### config.mk
export PLATFORM = sky130hd
export DESIGN_NAME = i2c_adc_sequencer
export DESIGN_NICKNAME = d
export VERILOG_FILES = /design/src/rtl/i2c_adc_sequencer.sv
export SDC_FILE = /design/constraint.sdc
export NUM_CORES = 1
export LEC_CHECK = 0
export CAP_MARGIN = 15
export CORE_MARGIN = 3
export CORE_UTILIZATION = 56
export CTS_BUF_LIST = sky130_fd_sc_hd__clkbuf_8
export DETAILED_ROUTE_END_ITERATION = 7
export MAX_ROUTING_LAYER = met4
export PLACE_DENSITY = 0.82
export SYNTH_ARGS = -nofsm -noshare
export SYNTH_HDL_FRONTEND = slang
export SYNTH_SLANG_ARGS = --single-unit
### constraint.sdc
create_clock -name clk -period 2.4 [get_ports clk]
set_input_delay 0.48 -clock clk [delete_from_list [all_inputs] [get_ports clk]]
set_output_delay 0.48 -clock clk [all_outputs]
set_load 0.05 [all_outputs]
### src/rtl/i2c_adc_sequencer.sv
// Drives a byte-level i2c master core through repeated single-shot ADS1115-style conversions.
// Optional I2C_ADC_AUTOSCAN_EN: ignore adcChannel and rotate channels 0..3 across conversions.
module i2c_adc_sequencer #(
  parameter logic [6:0]  DEV_ADDR  = 7'h48,
  parameter logic [2:0]  PGA       = 3'b001,
  parameter logic [7:0]  CFG_LSB   = 8'h83,
  parameter int unsigned CONV_WAIT = 230000
) (
  input  logic        clk,
  input  logic        resetN,
  input  logic        adcEnable,
  input  logic [1:0]  adcChannel,
  output logic [15:0] adcOutputData,
  output logic [1:0]  adcChannelOut,
  output logic        adcDataReady,
  output logic [1:0]  i2cInstruction,
  output logic        i2cEnable,
  output logic [7:0]  i2cByteToSend,
  input  logic [7:0]  i2cByteReceived,
  input  logic        i2cComplete
);

  localparam int unsigned WAIT_W = (CONV_WAIT > 1) ? $clog2(CONV_WAIT) : 1;
  localparam logic [WAIT_W-1:0] WAIT_LOAD = WAIT_W'(CONV_WAIT - 1);

  typedef enum logic [2:0] {
    S_IDLE,
    S_ISSUE,
    S_RELEASE,
    S_WAIT,
    S_DONE
  } state_e;

  typedef enum logic [1:0] {
    OP_START = 2'b00,
    OP_STOP  = 2'b01,
    OP_READ  = 2'b10,
    OP_WRITE = 2'b11
  } i2c_op_e;

  state_e            state_q, state_d;
  logic [3:0]        step_q, step_d;
  logic [1:0]        chan_q, chan_d;
  logic [7:0]        hi_q, hi_d;
  logic [7:0]        lo_q, lo_d;
  logic [WAIT_W-1:0] wait_q, wait_d;
  logic [15:0]       data_q, data_d;
  logic [1:0]        chan_out_q, chan_out_d;
  logic              ready_q, ready_d;

  i2c_op_e           op_ins;
  logic [7:0]        op_byte;

  always_ff @(posedge clk) begin
    if (!resetN) begin
      state_q    <= S_IDLE;
      step_q     <= '0;
      chan_q     <= '0;
      hi_q       <= '0;
      lo_q       <= '0;
      wait_q     <= '0;
      data_q     <= '0;
      chan_out_q <= '0;
      ready_q    <= 1'b0;
    end else begin
      state_q    <= state_d;
      step_q     <= step_d;
      chan_q     <= chan_d;
      hi_q       <= hi_d;
      lo_q       <= lo_d;
      wait_q     <= wait_d;
      data_q     <= data_d;
      chan_out_q <= chan_out_d;
      ready_q    <= ready_d;
    end
  end

  // Per-step bus operation: config write, pointer write, two-byte read.
  always_comb begin
    op_ins  = OP_START;
    op_byte = '0;
    case (step_q)
      4'd0, 4'd6, 4'd10: op_ins = OP_START;
      4'd5, 4'd9, 4'd14: op_ins = OP_STOP;
      4'd12, 4'd13:      op_ins = OP_READ;
      4'd1, 4'd7: begin
        op_ins  = OP_WRITE;
        op_byte = {DEV_ADDR, 1'b0};
      end
      4'd2: begin
        op_ins  = OP_WRITE;
        op_byte = 8'h01;
      end
      4'd3: begin
        op_ins  = OP_WRITE;
        op_byte = {1'b1, 1'b1, chan_q, PGA, 1'b1};
      end
      4'd4: begin
        op_ins  = OP_WRITE;
        op_byte = CFG_LSB;
      end
      4'd8: begin
        op_ins  = OP_WRITE;
        op_byte = 8'h00;
      end
      4'd11: begin
        op_ins  = OP_WRITE;
        op_byte = {DEV_ADDR, 1'b1};
      end
      default: begin
        op_ins  = OP_START;
        op_byte = '0;
      end
    endcase
  end

  always_comb begin
    state_d        = state_q;
    step_d         = step_q;
    chan_d         = chan_q;
    hi_d           = hi_q;
    lo_d           = lo_q;
    wait_d         = wait_q;
    data_d         = data_q;
    chan_out_d     = chan_out_q;
    ready_d        = 1'b0;
    i2cEnable      = 1'b0;
    i2cInstruction = OP_START;
    i2cByteToSend  = '0;

    case (state_q)
      S_IDLE: begin
        if (adcEnable) begin
`ifndef I2C_ADC_AUTOSCAN_EN
          chan_d = adcChannel;
`endif
          step_d  = '0;
          state_d = S_ISSUE;
        end
      end

      S_ISSUE: begin
        i2cEnable      = 1'b1;
        i2cInstruction = op_ins;
        i2cByteToSend  = op_byte;
        if (i2cComplete) begin
          if (step_q == 4'd12) hi_d = i2cByteReceived;
          if (step_q == 4'd13) lo_d = i2cByteReceived;
          state_d = S_RELEASE;
        end
      end

      // The result registers load on entry to DONE so the ready pulse and data coincide.
      S_RELEASE: begin
        if (!i2cComplete) begin
          if (step_q == 4'd5) begin
            wait_d  = WAIT_LOAD;
            state_d = S_WAIT;
          end else if (step_q == 4'd14) begin
            data_d     = {hi_q, lo_q};
            chan_out_d = chan_q;
            ready_d    = 1'b1;
            state_d    = S_DONE;
          end else begin
            step_d  = step_q + 4'd1;
            state_d = S_ISSUE;
          end
        end
      end

      S_WAIT: begin
        if (wait_q == '0) begin
          step_d  = 4'd6;
          state_d = S_ISSUE;
        end else begin
          wait_d = wait_q - 1'b1;
        end
      end

      S_DONE: begin
`ifdef I2C_ADC_AUTOSCAN_EN
        chan_d = chan_q + 2'd1;
`endif
        if (adcEnable) begin
`ifndef I2C_ADC_AUTOSCAN_EN
          chan_d = adcChannel;
`endif
          step_d  = '0;
          state_d = S_ISSUE;
        end else begin
          state_d = S_IDLE;
        end
      end

      default: state_d = S_IDLE;
    endcase
  end

  assign adcOutputData = data_q;
  assign adcChannelOut = chan_out_q;
  assign adcDataReady  = ready_q;

endmodule

Word-level counts from Yosys, hierarchy flattened
Cells that the tools add are included.
{"block": "totals", "register_bits": 62, "inputBits": 14, "out_inout_bits": 30, "word_cells": 81}
{"block": "classes", "add_sub_neg": 2, "eq_ne": 25, "n_mux": 24, "bitwise_logic": 4, "reduce_logical": 17}
{"op": "$mux 18", "count": 3}
{"op": "$pmux 8 s5", "count": 1}
{"op": "$pmux 18 s2", "count": 1}
{"op": "$eq 4x4->1 const B", "count": 6}
{"op": "$mux 4", "count": 5}
{"op": "$logic_not 18->1", "count": 1}
{"op": "$mux 3", "count": 6}
{"op": "$sub 18x1->18 const B", "count": 1}
{"op": "$ne 2x2->1 const B", "count": 8}
{"op": "$pmux 3 s5", "count": 1}
{"op": "$eq 4x3->1 const B", "count": 3}
{"op": "$pmux 4 s3", "count": 1}
{"op": "$reduce_and 4->1", "count": 3}
{"op": "$eq 4x2->1 const B", "count": 2}
{"op": "$mux 8", "count": 1}
{"op": "$reduce_or 7->1", "count": 1}
{"op": "$eq 3x2->1 const B", "count": 2}
{"op": "$pmux 2 s3", "count": 1}
{"op": "$reduce_and 3->1", "count": 2}
{"op": "$reduce_and 6->1", "count": 1}
{"op": "$reduce_or 2->1", "count": 3}
{"op": "$add 4x1->4 const B", "count": 1}
{"op": "$eq 4x1->1 const B", "count": 1}
{"op": "$not 1->1", "count": 4}
{"op": "other kinds (11)", "count": 13}

Longest topological paths before layout
Gate-level depths: netlist (run 1).
{"block": "logic_depth", "ltp_word": 5, "ltp_mapped": 8, "mapped_depth_nobuf": 7}

Worst setup path after synthesis (run 1)
OpenSTA, ideal clock, no wires.
{"block": "synth_path", "path_kind": "reg2out", "from": "register state_q[0]", "to": "output i2cByteToSend[5]", "arrival_ns": 2.710, "t_required_ns": 1.920, "setup_slack_ns": -0.790, "path_stages_with_launch": 6, "path_buffers": 2, "path_cell_list": "dfxtp_1 buf_2 or3b_1 buf_2 nor3_1 and2_1"}
{"block": "synth_between", "elab_chain_cells": 2}
{"item": "start, declared", "line_no": "41", "rtl": "state_e state_q, state_d;"}
{"item": "start signal, assigned", "line_no": "66", "rtl": "state_q <= state_d;"}
{"item": "$eq 3x1->1", "line_no": "131", "rtl": "case (state_q)"}
{"item": "$mux 8", "line_no": "131"}
{"item": "end, declared", "line_no": "18", "rtl": "output logic [7:0] i2cByteToSend,"}
Every way passes these cells.

Final worst setup path (run 1)
{"block": "layout_path", "from": "register step_q[1]", "to": "output i2cByteToSend[7]"}
{"block": "layout_between", "elab_chain_cells": 4, "word_cells_on_any_way": 9, "cone_classes": "eq/ne: 6; mux: 2; reduce/logical: 1"}
{"item": "start, declared", "line_no": "42", "rtl": "logic [3:0] step_q, step_d;"}
{"item": "start signal, assigned", "line_no": "67", "rtl": "step_q <= step_d;"}
{"item": "$eq 4x1->1 / $eq 4x3->1 (equally long branches)", "line_no": "82", "rtl": "case (step_q)"}
{"item": "$reduce_or 2->1"}
{"item": "$pmux 8 s5 *", "line_no": "82"}
{"item": "$mux 8 *", "line_no": "131"}
Mark *: on every way between the ends. The rest lies on a longest branch, timed or not.

==> results.rst, run 1 <==
.. list-table::
   :header-rows: 1

   * - Metric
     - Value
   * - Run status
     - complete, no violations
   * - Delay-heaviest family, CP
     - buffers and inverters
   * - Final-report setup violation count
     - 0
   * - Final weighted congestion in routability-driven placement
     - 0.854
   * - Final period utilization
     - 97.4%
   * - Share of final-layout standard cells stronger than drive strength 1
     - 15.1%
   * - Grt ovf
     - 0
   * - Endpoint class of the critical path
     - output port
   * - Arr. time, crit path
     - 1.86 ns
   * - Largest net degree at the start of global routing
     - 20
   * - Y dimension of the die
     - 80.1 um
   * - Die W
     - 80.1 um
   * - Die ar.
     - 6420 um^2
   * - TritonCTS Buffers
     - 9
   * - Count of buffer and inverter cells on the critical path
     - 3
   * - Highest Clock Rate
     - 428 MHz
   * - Total count of hold-check failures in the final report
     - 0
   * - Cell with the biggest individual delay on the critical path
     - sky130_fd_sc_hd__dfxtp_2
   * - Portion of the post-synthesis area used by sequential elements
     - 40.4%
   * - Drt total wl
     - 7.14 mm
   * - Starting density of the core
     - 59.1%
   * - Vias
     - 2,843
   * - Number of standard cells after synthesis
     - 384
   * - Final Net Count
     - 446
   * - Average vias per placed instance
     - 5.67
   * - Core area
     - 5200 um^2
   * - Number of synthesis warnings
     - 0
   * - Syn Std Cell Area
     - 3080 um^2
   * - Instance area after placement
     - 3700 um^2
   * - Total non-filler cell area in the finished layout
     - 3910 um^2
   * - Clock root buffer
     - sky130_fd_sc_hd__clkbuf_8
   * - Vias in the first global route
     - 2,579
   * - Portion of total power attributed to the clock network
     - 28.9%
   * - Clk pin slew, worst setup/hold paths
     - 0.07 ns
   * - Number of setup buffers added after CTS
     - 0
   * - H-tree Lvls
     - 3
   * - Critical path data required time
     - 1.92 ns
   * - Distinct cells, synth
     - 57
   * - Combinational share of power
     - 29.9%
   * - Leak pwr
     - 1.33 nW
   * - Final ANT Viol Nets
     - 0
   * - Number of DRC markers after the initial detailed-route iteration
     - 232
   * - Filler-free cell count of the finished design
     - 501
   * - Clock tree from TritonCTS
     - done
   * - Internal power of the cells
     - 1.76 mW
   * - Later-pin clock latency in the skew report
     - 0.34 ns
   * - Final Skew
     - 0.00920 ns
   * - Async S/R FF share, synth
     - 0%
   * - Number of buffers inserted by hold repair at cts
     - 0
   * - DR pass1 iterations
     - 6
   * - PwrDens
     - 685 nW/um^2
   * - HPWL Detailed
     - 5.03 mm
   * - Setup repair after global routing missed its margin
     - true
   * - Number of placement rows
     - 26
   * - Pins over their slew limit
     - 0
   * - Final-layout worst hold slack
     - 0.453 ns
   * - Number of antenna violations at the first check in global routing
     - 0
   * - N_diodes
     - 0
   * - TritonCTS sink count
     - 62
   * - Number of enable-type register cells in the synthesized netlist
     - 0
   * - Number of remaining DRC errors
     - 0
   * - Post-route minimum period
     - 2.34 ns
   * - Proportion of power drawn by flip-flops and latches
     - 41.2%
   * - Number of I/O pins
     - 44
   * - Post-Place Cells
     - 486
   * - Number of inserted filler cells in the final layout
     - 379
   * - Max-slew headroom
     - 55.4%
   * - Synthesis-to-layout area growth
     - 27.1%
   * - Flops & latches, synth
     - 62
   * - Class of the most critical hold timing path
     - flop to flop
   * - Worst setup path class
     - flop to output port
   * - Fraction of power spent switching nets
     - 34.1%
   * - Average cell area after synthesis
     - 8.01 um^2
   * - Kind of start point of the critical path
     - flop
   * - Routed len/inst
     - 14.2 um
   * - Global-route wire length before repair
     - 11.9 mm
   * - Number of buffers inserted by port buffering
     - 41
   * - Stage delay of the slowest cell on the critical path
     - 0.35 ns
   * - Peak fanout along the critical path
     - 10
   * - Critical path's most frequent cell
     - sky130_fd_sc_hd__a21oi_1
   * - Switch Pwr
     - 914 uW
   * - Max-cap violations
     - 0
   * - Largest voltage drop on the vdd net
     - 0.496 mV
   * - Overall routing resource usage
     - 24.3%
   * - Number of buffers on the longest clock path
     - 2
   * - Ordered list of cells on the worst path
     - inv_1 -> ha_2 -> buf_4 -> a21oi_1 -> nor2_1 -> a21oi_1 -> nor2_2 -> buf_12
   * - Worst-Margin Slew
     - 0.668 ns
   * - Predominant post-synthesis flop cell
     - sky130_fd_sc_hd__dfxtp_1
metrics by stage:
stage	TNS [ns]	total power [mW]	util, %	setup WS [ns]
floorplan	-0.912	1.60	-	-0.326
global placement	0	1.84	71.1	0.312
detailed placement	0	1.86	71.1	0.280
CTS	-0.00145	2.64	74.4	-0.00145
global route	-0.0449	2.80	75.1	-0.0245
finish	0	2.68	75.1	0.0620
sequential cells by signal, indices dropped and copies added, names as in the netlist:
name,flops
adcChannelOut,2
step_q,4
hi_q,8
adcDataReady,1
wait_q,18
chan_q,2
lo_q,8
adcOutputData,16
state_q,3
synthesized netlist by cell type (all sizes together), types with 2 or more instances:
| library cell | number | share of area (%) |
|---|---|---|
| nand2 | 70 | 8.5 |
| dfxtp | 62 | 40 |
| a21oi | 51 | 8.4 |
| nor2 | 26 | 3.4 |
| nand3 | 21 | 3.4 |
| clkbuf | 14 | 1.7 |
| buf | 13 | 2.3 |
| inv | 13 | 1.6 |
| nor3 | 13 | 2.3 |
| nand2b | 10 | 2.0 |
| xnor2 | 9 | 2.6 |
| a211oi | 8 | 2.1 |
| nor4 | 8 | 2.6 |
| o21ai | 6 | 0.98 |
| ha | 5 | 2.0 |
| o21a | 5 | 1.2 |
| a2111oi | 4 | 1.7 |
| nor4b | 4 | 1.5 |
| and2 | 3 | 0.61 |
| mux2i | 3 | 0.98 |
| nand3b | 3 | 0.73 |
| o211ai | 3 | 0.73 |
| a311oi | 2 | 0.57 |
| nand4 | 2 | 0.41 |
| nor2b | 2 | 0.41 |
| or3 | 2 | 0.41 |
| xor2 | 2 | 0.57 |
repair_timing:
item | 4_1_cts | 5_1_grt
gates resized for setup | 3 | 9
pin swaps | 0 | 1
endpoints found under the setup margin | 5 | 7
cell families (layout without fill, tap and decap cells):
| logic type | count (synthesis) | in the layout | share of synthesized area [%] |
|---|---|---|---|
| AO/OA/AOI/OAI | 90 | 90 | 19.1 |
| flip-flops | 62 | 62 | 40.4 |
| AND/OR/NAND/NOR | 172 | 172 | 28.6 |
| buffers and inverters | 40 | 86 | 5.61 |
| adder cells (fa/ha/maj) | 5 | 5 | 2.03 |
| multiplexers | 3 | 3 | 0.976 |
| XOR/XNOR | 11 | 11 | 3.13 |
| other | 1 | 2 | 0.122 |
worst register-to-register path, delay by kind of cell (launching register included):
kind            cells  cell delay (ns)
flops               1             0.37
simple gates        3             1.16
compound gates      2             0.42
area by class of cell:
type / instances / area, um^2 / share of cell area, %
clock buffers: 9 / 124 / 3.17
clock inverters: 6 / 40.0 / 1.02
inverters: 13 / 48.8 / 1.25
multi-input cells: 283 / 1720 / 44.0
flip-flops and latches: 62 / 1250 / 31.9
well taps: 70 / 87.6 / 2.24
repair buffers: 58 / 641 / 16.4
cell usage in the layout, fill, tap and decap left out, types with 9 or more instances in the layout:
master                             n
sky130_fd_sc_hd__a21oi_1          50
sky130_fd_sc_hd__clkbuf_8          9
sky130_fd_sc_hd__nor3_1           11
sky130_fd_sc_hd__buf_4            16
sky130_fd_sc_hd__nand2b_1         10
sky130_fd_sc_hd__clkdlybuf4s50_1  32
sky130_fd_sc_hd__dfxtp_1          59
sky130_fd_sc_hd__nand3_1          21
sky130_fd_sc_hd__nor2_1           24
sky130_fd_sc_hd__nand2_1          70
sky130_fd_sc_hd__inv_1            13
sky130_fd_sc_hd__buf_12           10
sky130_fd_sc_hd__xnor2_1           9
final timing paths:
path / from / endpoint / slack [ns] / depth (start not counted)
max: step_q[1] / i2cByteToSend[7] / 0.06 / 8
min reg2reg: adcOutputData[7] / adcOutputData[7] / 0.45 / 2
max reg2reg: wait_q[10] / state_q[2] / 0.36 / 5
min: adcOutputData[7] / adcOutputData[7] / 0.45 / 2
power by group through the flow:
stage	Clock, mW	Combinational [mW]	Sequential [mW]
2_1_floorplan	0	0.497	1.10
3_3_place_gp	0	0.733	1.11
3_5_place_dp	0	0.752	1.11
4_1_cts	0.782	0.768	1.09
5_1_grt	0.837	0.862	1.10
6_report	0.773	0.801	1.10
metal layers:
layer  GRT usage, %  up-vias  wire length, um
met5              -        -                0
met1           30.7     1293             3170
met4           11.1        0              218
li1               -     1435                -
met3           5.49       22              398
met2           36.9       93             3350
(Power assumes the default switching activity.)
==> inputs of run 2 (changes only) <==
--- a/config.mk
+++ b/config.mk
@@ -10,8 +10,9 @@
 export CORE_UTILIZATION = 56
 export CTS_BUF_LIST = sky130_fd_sc_hd__clkbuf_8
 export DETAILED_ROUTE_END_ITERATION = 7
+export HOLD_SLACK_MARGIN = 0.12
 export MAX_ROUTING_LAYER = met4
-export PLACE_DENSITY = 0.82
+export PLACE_DENSITY = 0.86
 export SYNTH_ARGS = -nofsm -noshare
 export SYNTH_HDL_FRONTEND = slang
 export SYNTH_SLANG_ARGS = --single-unit
==> run 2 against run 1 <==
  * First-iteration DRC count is 6.0% higher
  * Clock-buffer cell count is 1 higher
  * Final area up 2.3%
  * Sequential share of layout area fell by 0.75 points
  * Power up 15%
  * Critical endpoint is now i2cByteToSend[5]
  * Sequential power barely moved
  * Clock power rose by 45%
==> results.rst, run 2 (same netlist as run 1, synthesis figures left out) <==
.. list-table::
   :header-rows: 1

   * - Metric
     - Value
   * - Grt ovf
     - 0 (unchanged)
   * - Hold path startpoint
     - hi_q[0]
   * - Number of buffers inserted by hold repair at cts
     - 0 (unchanged)
   * - Peak fanout along the critical path
     - 8 (-2)
   * - Clk pin slew, worst setup/hold paths
     - 0.07 ns (about the same)
   * - Final Skew
     - 0.00497 ns (-0.00423 ns)
   * - Die ar.
     - 6420 um^2 (unchanged)
   * - Vias
     - 2,962 (+4.2%)
   * - Final period utilization
     - 96.9% (-0.48 points)
   * - Post-layout total power
     - 3.07 mW (+15%)
   * - Register containing the most flip-flops in the final layout
     - wait_q
   * - Hold Path Stages
     - 2 (unchanged)
   * - Number of remaining DRC errors
     - 0 (unchanged)
   * - Total non-filler cell area in the finished layout
     - 4000 um^2 (+2.3%)
   * - FF-to-FF End
     - wait_q[9]
   * - Global-route wire length before repair
     - 13.2 mm (+11%)
   * - Worst r2r src
     - wait_q[10]
   * - DR pass1 iterations
     - 5 (-1)
   * - Average vias per placed instance
     - 5.91 (+4.2%)
   * - Number of flip-flops in the largest register
     - 18 (unchanged)
   * - Clock root buffer
     - sky130_fd_sc_hd__clkbuf_8
   * - Overall routing resource usage
     - 27.3% (+3.0 points)
   * - Pins over their slew limit
     - 0 (unchanged)
   * - Synthesis-to-layout area growth
     - 30.0%
   * - HPWL Detailed
     - 5.32 mm (+5.7%)
   * - Instance area after placement
     - 3700 um^2 (unchanged)
   * - Number of antenna violations at the first check in global routing
     - 0 (unchanged)
   * - Kind of start point of the critical path
     - flop
   * - Run status
     - complete, no violations
   * - Max-cap violations
     - 0 (unchanged)
   * - Fin Setup TNS
     - 0 ns (unchanged)
   * - Leak pwr
     - 1.38 nW (+3.7%)
   * - Number of placement rows
     - 26 (unchanged)
   * - Die W
     - 80.1 um (unchanged)
   * - Number of DRC markers after the initial detailed-route iteration
     - 246 (+6.0%)
   * - Number of setup buffers added after CTS
     - 0 (unchanged)
   * - Reg2Reg Depth
     - 6 (+1)
   * - Post-route minimum period
     - 2.33 ns (-0.0115 ns)
   * - Final Net Count
     - 446 (unchanged)
   * - Filler-free cell count of the finished design
     - 501 (unchanged)
   * - Number of I/O pins
     - 44 (unchanged)
   * - TritonCTS Buffers
     - 9 (unchanged)
   * - Worst-Margin Slew
     - 0.698 ns (+0.0297 ns)
   * - N_diodes
     - 0 (unchanged)
   * - PwrDens
     - 767 nW/um^2 (+12%)
   * - Highest Clock Rate
     - 430 MHz (+0.49%)
   * - Later-pin clock latency in the skew report
     - 0.34 ns (about the same)
   * - Routed len/inst
     - 16.2 um (+14%)
   * - Final ANT Viol Nets
     - 0 (unchanged)
   * - Arr. time, crit path
     - 1.85 ns (about the same)
   * - Clock tree from TritonCTS
     - done
   * - Starting density of the core
     - 59.1% (unchanged)
   * - Worst setup path class
     - flop to output port
   * - Share of final-layout standard cells stronger than drive strength 1
     - 15.8% (+0.70 points)
   * - Max-slew headroom
     - 53.5% (-1.9 points)
   * - Endpoint class of the critical path
     - output port
   * - Largest voltage drop on the vdd net
     - 0.635 mV (+28%)
   * - Number of buffers on the longest clock path
     - 2 (unchanged)
   * - Most common cell after layout, fill and taps aside
     - sky130_fd_sc_hd__nand2_1
   * - Post-Place Cells
     - 486 (unchanged)
   * - TritonCTS sink count
     - 62 (unchanged)
   * - Class of the most critical hold timing path
     - flop to flop
   * - Core area
     - 5200 um^2 (unchanged)
   * - Critical path data required time
     - 1.92 ns (about the same)
   * - Drt total wl
     - 8.14 mm (+14%)
   * - R2R Setup Slk
     - 0.42 ns (+0.06 ns)
   * - Top library cells by usage in the layout, fill and taps aside
     - 70 x sky130_fd_sc_hd__nand2_1, 58 x sky130_fd_sc_hd__dfxtp_1, 50 x sky130_fd_sc_hd__a21oi_1
   * - Number of buffers inserted by port buffering
     - 41 (unchanged)
   * - Y dimension of the die
     - 80.1 um (unchanged)
   * - Total count of hold-check failures in the final report
     - 0 (unchanged)
   * - Hold Crit Endpoint
     - adcOutputData[8]
   * - H-tree Lvls
     - 3 (unchanged)
   * - Final-report setup violation count
     - 0 (unchanged)
   * - Vias in the first global route
     - 2,816 (+9.2%)
   * - Final weighted congestion in routability-driven placement
     - 0.893 (+4.5%)
   * - Largest net degree at the start of global routing
     - 33 (+65%)
## run 2: cell types whose count changed in the layout (fill, tap and decap cells not counted), sizes merged
cell | previous run | this run
clkinvlp | 4 | 0
bufinv | 0 | 3
clkbuf | 9 | 10
clkinv | 2 | 1
inv | 13 | 14
## run 2: worst max-delay path: stages (launching register included)
cell	delay, ns
sky130_fd_sc_hd__dfxtp_1	0.39
sky130_fd_sc_hd__or3b_4	0.51
sky130_fd_sc_hd__nor3_4	0.25
sky130_fd_sc_hd__and2_1	0.21
sky130_fd_sc_hd__buf_12	0.15
## run 2: final cells by class
cell class              instances  area [um^2]
repair buffers                 58          641
flip-flops and latches         62         1250
clock inverters                 5         98.8
inverters                      13         48.8
well taps                      70         87.6
multi-input cells             283         1740
clock buffers                  10          138
fillers                       353         1210
## run 2: where the power goes
part | switching [mW] | total (mW) | internal, mW | leakage, nW
clock | 0.411 | 1.12 | 0.707 | 0.124
sequential | 0.0423 | 1.10 | 1.06 | 0.502
combinational | 0.487 | 0.843 | 0.356 | 0.754
## run 2: how the worst max path moves through the flow
stage,from,endpoint,depth (start not counted)
after CTS,step_q[3],i2cInstruction[0],5
after detailed placement,i2cComplete,step_q[2],6
after global placement,i2cComplete,step_q[2],6
after global routing,state_q[2],i2cByteToSend[5],4
final,state_q[2],i2cByteToSend[5],4
after floorplan,state_q[0],i2cByteToSend[5],5
## run 2: layer usage
layer / vias up / track usage (%) / part of all wire (%)
met3: 25 / 6.61 / 6.9
met4: 0 / 12.2 / 2.9
met5: - / - / 0
li1: 1422 / - / -
met1: 1372 / 33.4 / 42
met2: 143 / 42.9 / 48
## run 2: metrics by stage
step / worst slack (ns) / utilization, % / hold slack, ns
final: 0.0735 / 76.8 / 0.450
after global routing: -0.00364 / 76.8 / 0.472
after CTS: -0.0135 / 75.8 / 0.451
after detailed placement: 0.174 / 71.1 / 0.441
after global placement: 0.250 / 71.1 / 0.438
after floorplan: -0.326 / - / 0.432
## run 2: repair_timing
action / 4_1_cts / 5_1_grt
pin swaps: 0 / 1
setup endpoints to repair: 6 / 6
gates cloned: 0 / 0
resized for setup: 4 / 13
